File: src/rtl/wb_line_loader.sv
// Packs a 32-bit valid/ready weight stream into 416-bit buffer lines and
// writes each line to the weight buffer BRAM controller port with byte enables.
module wb_line_loader #(
  parameter int DATA_W         = 32,
  parameter int WORDS_PER_LINE = 13,
  parameter int ADDR_W         = 13,
  localparam int LINE_W        = DATA_W * WORDS_PER_LINE,
  localparam int BE_W          = LINE_W / 8,
  localparam int WBE_W         = DATA_W / 8,
  localparam int CNT_W         = $clog2(WORDS_PER_LINE)
) (
  input  logic              i_clk,
  input  logic              i_rst_n,
  input  logic              i_start,
  input  logic [ADDR_W-1:0] i_start_addr,
  input  logic [DATA_W-1:0] i_s_data,
  input  logic              i_s_valid,
  input  logic              i_s_last,
  output logic              o_s_ready,
  output logic [LINE_W-1:0] o_wb_bramctl_wdata,
  output logic [ADDR_W-1:0] o_wb_bramctl_addr,
  output logic [BE_W-1:0]   o_wb_bramctl_be,
  output logic              o_wb_bramctl_we,
  output logic              o_wb_bramctl_en,
  output logic              o_busy,
  output logic              o_done,
  output logic [ADDR_W:0]   o_lines_written,
  output logic              o_wrap
);

  typedef enum logic [1:0] {S_IDLE, S_LOAD, S_DONE} state_t;

  state_t              r_state, w_next;
  logic [CNT_W-1:0]    r_k;
  logic [LINE_W-1:0]   r_line, r_wdata, w_line;
  logic [BE_W-1:0]     r_be, r_wbe, w_be;
  logic [ADDR_W-1:0]   r_addr;
  logic [ADDR_W:0]     r_lines;
  logic                r_we, r_busy, r_done, r_wrap;
  logic                w_hs, w_close;

  assign w_hs    = (r_state == S_LOAD) && i_s_valid;
  assign w_close = w_hs && ((r_k == CNT_W'(WORDS_PER_LINE - 1)) || i_s_last);

  always_ff @(posedge i_clk or negedge i_rst_n) begin
    if (!i_rst_n) r_state <= S_IDLE;
    else          r_state <= w_next;
  end

  always_comb begin
    w_next = r_state;
    case (r_state)
      S_IDLE:  if (i_start) w_next = S_LOAD;
      S_LOAD:  if (w_hs && i_s_last) w_next = S_DONE;
      S_DONE:  w_next = S_IDLE;
      default: w_next = S_IDLE;
    endcase
  end

  // Current line with the incoming word merged in; becomes the write image on close.
  always_comb begin
    w_line = r_line;
    w_be   = r_be;
    w_line[r_k * DATA_W +: DATA_W] = i_s_data;
    w_be[r_k * WBE_W +: WBE_W]     = '1;
  end

  always_ff @(posedge i_clk or negedge i_rst_n) begin
    if (!i_rst_n) begin
      r_k     <= '0;
      r_line  <= '0;
      r_be    <= '0;
      r_wdata <= '0;
      r_wbe   <= '0;
      r_addr  <= '0;
      r_lines <= '0;
      r_we    <= 1'b0;
      r_busy  <= 1'b0;
      r_done  <= 1'b0;
      r_wrap  <= 1'b0;
    end else begin
      r_we   <= 1'b0;
      r_done <= (r_state == S_DONE);
      if (r_state == S_IDLE && i_start) begin
        r_addr  <= i_start_addr;
        r_k     <= '0;
        r_line  <= '0;
        r_be    <= '0;
        r_lines <= '0;
        r_wrap  <= 1'b0;
        r_busy  <= 1'b1;
      end
      if (r_state == S_DONE) r_busy <= 1'b0;
      // Address advances after the write cycle, so a line closing during the
      // write cycle picks up the incremented address on its own write.
      if (r_we) begin
        r_addr <= r_addr + 1'b1;
        if (r_addr == '1) r_wrap <= 1'b1;
        if (r_lines != '1) r_lines <= r_lines + 1'b1;
      end
      if (w_hs) begin
        if (w_close) begin
          r_wdata <= w_line;
          r_wbe   <= w_be;
          r_we    <= 1'b1;
          r_k     <= '0;
          r_line  <= '0;
          r_be    <= '0;
        end else begin
          r_k     <= r_k + 1'b1;
          r_line  <= w_line;
          r_be    <= w_be;
        end
      end
    end
  end

  assign o_s_ready          = (r_state == S_LOAD);
  assign o_wb_bramctl_wdata = r_wdata;
  assign o_wb_bramctl_addr  = r_addr;
  assign o_wb_bramctl_be    = r_wbe;
  assign o_wb_bramctl_we    = r_we;
  assign o_wb_bramctl_en    = r_we;
  assign o_busy             = r_busy;
  assign o_done             = r_done;
  assign o_lines_written    = r_lines;
  assign o_wrap             = r_wrap;

endmodule

File: config.mk
export PLATFORM = sky130hd
export DESIGN_NAME = wb_line_loader
export DESIGN_NICKNAME = d
export VERILOG_FILES = /design/src/rtl/wb_line_loader.sv
export SDC_FILE = /design/constraint.sdc
export NUM_CORES = 2
export LEC_CHECK = 0
export ABC_AREA = 1
export BUFFER_PORTS_ARGS = -buffer_cell sky130_fd_sc_hd__buf_4
export CORE_MARGIN = 3
export CORE_UTILIZATION = 50
export CTS_CLUSTER_DIAMETER = 200
export DETAILED_ROUTE_END_ITERATION = 7
export PLACE_DENSITY = 0.81
export SKIP_LAST_GASP = 1
export SLEW_MARGIN = 10
export SYNTH_ARGS = -nofsm -noshare
export SYNTH_HDL_FRONTEND = slang
export SYNTH_SLANG_ARGS = --single-unit
File: constraint.sdc
create_clock -name i_clk -period 3.4 [get_ports i_clk]
set_input_delay 0.51 -clock i_clk [delete_from_list [all_inputs] [get_ports i_clk]]
set_output_delay 0.51 -clock i_clk [all_outputs]
set_load 0.01 [all_outputs]
==> Word-level counts from Yosys, hierarchy flattened <==
Cells that the tools add are included.
{ "classes": {"mux": 26, "add_sub_neg": 5, "n_shift": 4, "n_eq_ne": 7, "reduce_logical": 11} }
{ "op_table": {"columns": ["op", "n"], "rows": [
  ["416-bit two-way mux", 3],
  ["416-bit bitwise mux", 1],
  ["32-bit by 34-bit variable shift with 416-bit output (first input constant)", 1],
  ["32-bit by 34-bit variable part select with 416-bit output", 1],
  ["52-bit two-way mux", 3],
  ["52-bit bitwise mux", 1],
  ["4-bit by 34-bit variable shift with 52-bit output (first input constant)", 1],
  ["4-bit by 34-bit variable part select with 52-bit output (first input constant)", 1],
  ["14-bit two-way mux", 3],
  ["6-bit negation with 34-bit output", 1],
  ["9-bit negation with 34-bit output", 1],
  ["13-bit two-way mux", 2],
  ["14-bit by 1-bit adder with 14-bit output (second input constant)", 1],
  ["14-bit != test (second input constant)", 1],
  ["13-bit by 1-bit adder with 13-bit output (second input constant)", 1],
  ["13-bit equality test (second input constant)", 1],
  ["4-bit two-way mux", 3],
  ["1-bit two-way mux", 7],
  ["2-bit nonzero test", 3],
  ["4-bit by 1-bit adder with 4-bit output (second input constant)", 1],
  ["4-bit equality test (second input constant)", 1],
  ["1-bit logical AND", 4],
  ["2-bit two-way mux", 2],
  ["2-bit case mux with 2 select lines", 1],
  ["other kinds (7)", 8]
]} }
{ "word_totals": {"out_inout_bits": 501, "reg_bits": 973} }

==> Depth between registers and ports, before layout <==
{ "logic_depth": {"ltp_word": 5, "mapped_depth": 14, "ltp_nobuf": 11} }

==> Worst setup path after synthesis <==
No wires, ideal clock.
{ "synth_timing": {"path_type": "register to register", "startpoint": "register r_k[0]", "endpoint": "register r_wdata[320] (netlist: o_wb_bramctl_wdata[320])", "path_slack_ns": 0.872, "path_stages_with_launch": 12, "t_required_ns": 3.282, "arrival_ns": 2.411, "setup_ns": 0.118, "path_cell_list": "dfrtp_1 clkbuf_1 clkbuf_1 nor3_1 ha_1 buf_2 clkinv_1 clkbuf_1 buf_1 nand4_1 nand3_1 nand2_1"} }
{ "synth_via": {"elab_chain_len": 4, "word_cells_on_any_way": 8, "classes_between": "add/sub: 1; eq/ne: 1; shift: 2; mux: 1; reduce/logical: 3"} }
{ "synth_rtl": {"columns": ["element", "line_no", "source"], "rows": [
  ["start: declaration", "34", "logic [CNT_W-1:0] r_k;"],
  ["start signal: assignment", "110", "r_k <= r_k + 1'b1;"],
  ["parallel branches: the longest is 4 deep, another holds 9-bit negation with 34-bit output", null, null],
  ["end signal: assignment", "103", "r_wdata <= w_line;"],
  ["end: declaration", "35", "logic [LINE_W-1:0] r_line, r_wdata, w_line;"]
]} }
Parallel ways; which one is timed is not known.
A chain may end at the register's enable or synchronous reset.

==> Final worst setup path <==
{ "layout_timing": {"startpoint": "register r_k[1]", "endpoint": "register r_wdata[369] (netlist: o_wb_bramctl_wdata[369])"} }
Same word-level chain as after synthesis.

==> summary.md <==
### Clocking
- clock sink total: 973
- Clk Latency, worst-skew pair: 0.67 ns
- CTS Root Buffer Type: sky130_fd_sc_hd__clkbuf_16
- H-tree Lvls: 3
- clk slew on worst S/H paths: 0.06 ns
- Setup Buffers After CTS: 0
- clock tree from TritonCTS: built
- largest buffer count on any clock path: 3
- TritonCTS buffer count: 99

### Critical path
- capture instance of the worst register-to-register path: o_wb_bramctl_wdata[369]
- crit path max fanout: 37
- WP data arrival: 3.52 ns
- number of cells traversed by the worst register-to-register path: 10
- class of the most critical setup path: reg2reg
- Crit Reg-Reg Startpoint: r_k[1]
- Bufs and invs on worst path: 3
- CP Launch Type: register
- worst-path cell chain: inv_1 -> ha_2 -> inv_1 -> nand2_1 -> nand2_4 -> nor2_2 -> nand2_2 -> buf_12 -> o21ai_0 -> o21ai_0
- cell class contributing the biggest share of worst-path delay: simple AND/OR/NAND/NOR gates
- r2r setup slk: 0.39 ns
- cell type of the slowest stage on the worst timing path: sky130_fd_sc_hd__nand2_2
- critical path endpoint category: register
- Critical Path RT: 3.91 ns
- Worst setup startpoint: r_k[1]
- slowest stage delay, CP: 0.48 ns

### Worst hold path
- hold wc startpoint: i_start_addr[6]
- kind of path behind the tightest hold check: in2reg
- hold-critical path endpoint: o_wb_bramctl_addr[6]
- number of instances on the worst hold path: 3

### Global route
- pin count of the biggest net entering global routing: 180
- aggregate global routing overflow: 0
- global routing usage summed across all routing layers: 31.8%
- vias in the first global route: 39400
- initial antenna violation count: 7
- first-pass GRT wire length: 231 mm

### Floorplanning
- count of boundary I/O pins: 551
- Initial Util: 50.8%
- full die area: 92300 um2
- die boundary height: 304 um
- row cnt: 108
- core outline area: 87300 um2
- Die X-Extent: 304 um

### Timing
- final max-slew violation count: 0
- timing-limited maximum frequency: 332 MHz
- Fin Hold WS: 0.0974 ns
- unrepaired setup endpoints after global routing: no
- remaining max-slew budget at the tightest pin: 20.2%
- final worst path period share: 88.5%
- time the worst path needs with I/O delays and setup: 3.01 ns
- Least-Margin Pin Slew: 1.20 ns
- maximum clock skew at final layout: 0.0246 ns
- total count of hold-check failures in the final report: 0
- sum of negative setup slack: 0 ns
- Finish-stage setup viols: 0

### Pwr
- cell-internal power: 22.4 mW
- P per Cell Area: 666 nW/um2
- combinational group share of total power: 28.8%
- IR Drop Worst-Case VDD: 0.655 mV
- Reg power frac: 39.5%
- share of total power consumed by net switching: 36.7%
- Static Leakage: 29.2 nW
- portion of total power attributed to the clock network: 31.7%
- switching power summed over all nets: 13.0 mW

### Yosys
- count of distinct cell types in the synthesized netlist: 33
- biggest area consumer among synthesized cells: sky130_fd_sc_hd__dfrtp_1
- flip-flop and latch count after synthesis: 973
- mean cell area of the mapped netlist: 7.86 um2
- mapped cell area: 44300 um2
- fraction of synthesized cell area taken by the top area cell type: 54.9%
- number of instances in the synthesized netlist: 5636
- number of flops mapped to enable cells by yosys: 0
- part of the Yosys area used for sequential elements: 54.9%
- Synth warnings: 0
- async set-reset flop share out of synthesis: 100%
- net count after synthesis: 5692
- top flip-flop cell by instance count after synthesis: sky130_fd_sc_hd__dfrtp_1
- Area contributors post-synth: sky130_fd_sc_hd__dfrtp_1 (55%), sky130_fd_sc_hd__nand2_1 (18%), sky130_fd_sc_hd__nand3_1 (7.8%)

### Route
- count of antenna-violating nets left after detailed routing: 0
- starting DRC count in detailed routing: 5354
- vias per cell: 5.68
- 1st-pass router iterations: 8
- Routed wire per std cell: 20.8 um
- DRC violations left: 0
- final wirelength: 151 mm
- number of vias after detailed routing: 41300

### Layout
- fill count: 7324
- fin nets: 6086
- ratio of cells with drive above 1 in the final layout: 14.0%
- leading cell types in the layout, fill and taps excluded: sky130_fd_sc_hd__nand2_1 (2086), sky130_fd_sc_hd__dfrtp_1 (973), sky130_fd_sc_hd__nand3_1 (687), sky130_fd_sc_hd__inv_1 (618), sky130_fd_sc_hd__buf_4 (617)
- most frequent standard cell in the layout excluding fill and tap cells: sky130_fd_sc_hd__nand2_1
- Area growth, synth to finish: 19.7%

### Place
- final estimated routing congestion in global placement: 0.897
- DP Wirelength: 98.1 mm
- count of input and output buffers: 550

### Status
- status: complete, no violations

### Job
- # Max-Cap Violations: 0

==> area by class of cell <==
type	count	area [um2]	share of cell area (%)
Sequential cell	973	24300	45.9
Multi-Input combinational cell	3667	16200	30.4
Timing Repair Buffer	656	5400	10.2
Clock buffer	150	2910	5.48
Inverter	633	2390	4.51
Tap cell	1155	1450	2.72
Clock inverter	33	409	0.771
Antenna cell	6	15.0	0.0283
==> power groups by stage <==
stage               sequential, mW  combinational [mW]  clock [mW]
detailed placement            14.1                9.98           0
finish                        14.0                10.2        11.2
floorplan                     14.2                5.20           0
global placement              14.1                9.83           0
CTS                           14.0                10.1        11.3
global route                  14.1                11.0        11.8
==> worst max path at each step <==
stage / slack, ns / end / depth (start not counted)
global placement: 0.61 / r_line[348] / 12
detailed placement: 0.54 / r_line[364] / 10
finish: 0.39 / o_wb_bramctl_wdata[369] / 10
global route: 0.20 / o_wb_bramctl_wdata[364] / 10
CTS: 0.45 / o_wb_bramctl_wdata[369] / 10
floorplan: 0.87 / o_wb_bramctl_wdata[320] / 11
==> cell families after synthesis <==
logic type	Yosys count	share of synthesized area [%]
fa+ha+maj	6	0.169
buf+inv	996	8.86
xor+xnor	7	0.138
flops	973	54.9
simple gates	3083	29.2
compound gates	571	6.66
==> cell usage after synthesis, types with 4 or more instances <==
cell / number
sky130_fd_sc_hd__nor3_1: 34
sky130_fd_sc_hd__o22ai_1: 7
sky130_fd_sc_hd__inv_1: 619
sky130_fd_sc_hd__dfrtp_1: 973
sky130_fd_sc_hd__o21ai_0: 417
sky130_fd_sc_hd__o21ai_1: 49
sky130_fd_sc_hd__ha_1: 6
sky130_fd_sc_hd__o211ai_1: 4
sky130_fd_sc_hd__buf_2: 142
sky130_fd_sc_hd__nand4_1: 165
sky130_fd_sc_hd__inv_2: 12
sky130_fd_sc_hd__xor2_1: 5
sky130_fd_sc_hd__nor2_1: 88
sky130_fd_sc_hd__a31oi_1: 52
sky130_fd_sc_hd__buf_1: 37
sky130_fd_sc_hd__nand2_1: 2091
sky130_fd_sc_hd__clkbuf_1: 181
sky130_fd_sc_hd__nand3_1: 692
sky130_fd_sc_hd__a21oi_1: 39
==> metrics by stage <==
step	worst slack (ns)	total power [mW]	area, um2	util, %	std cells
after detailed placement	0.544	24.1	49700	57.0	7083
after global routing	0.200	36.9	53100	60.8	7270
final	0.389	35.4	53100	60.8	7273
after floorplan	0.872	19.4	44300	-	5636
after CTS	0.449	35.3	53100	60.8	7267
after global placement	0.613	23.9	49700	57.0	7083
==> repair_timing <==
| item | 4_1_cts | 5_1_grt |
|---|---|---|
| hold buffers | 1 | 0 |
| endpoints found under the setup margin | 0 | 0 |
| endpoints found under the hold margin | 47 | 0 |
| resized for setup | 0 | 0 |
==> sequential cells by signal (all words and copies together) (netlist names), 2 cells and up <==
register	flops
r_line	416
r_be	52
o_lines_written	14
o_wb_bramctl_be	52
r_state	2
o_wb_bramctl_addr	13
o_wb_bramctl_wdata	416
r_k	4
==> metal layers <==
| layer | part of all wire (%) | GRT usage, % |
|---|---|---|
| met5 | 0 | 0 |
| met4 | 6.8 | 19.8 |
| met3 | 11 | 8.41 |
| met2 | 44 | 46.8 |
| met1 | 39 | 42.1 |
==> tightest hold or removal path, cell delays in order <==
cell	delay, ns
sky130_fd_sc_hd__buf_4	0.07
sky130_fd_sc_hd__nand3_1	0.06
sky130_fd_sc_hd__nand3_1	0.07
No activity file was read; power rests on OpenSTA's default activity.
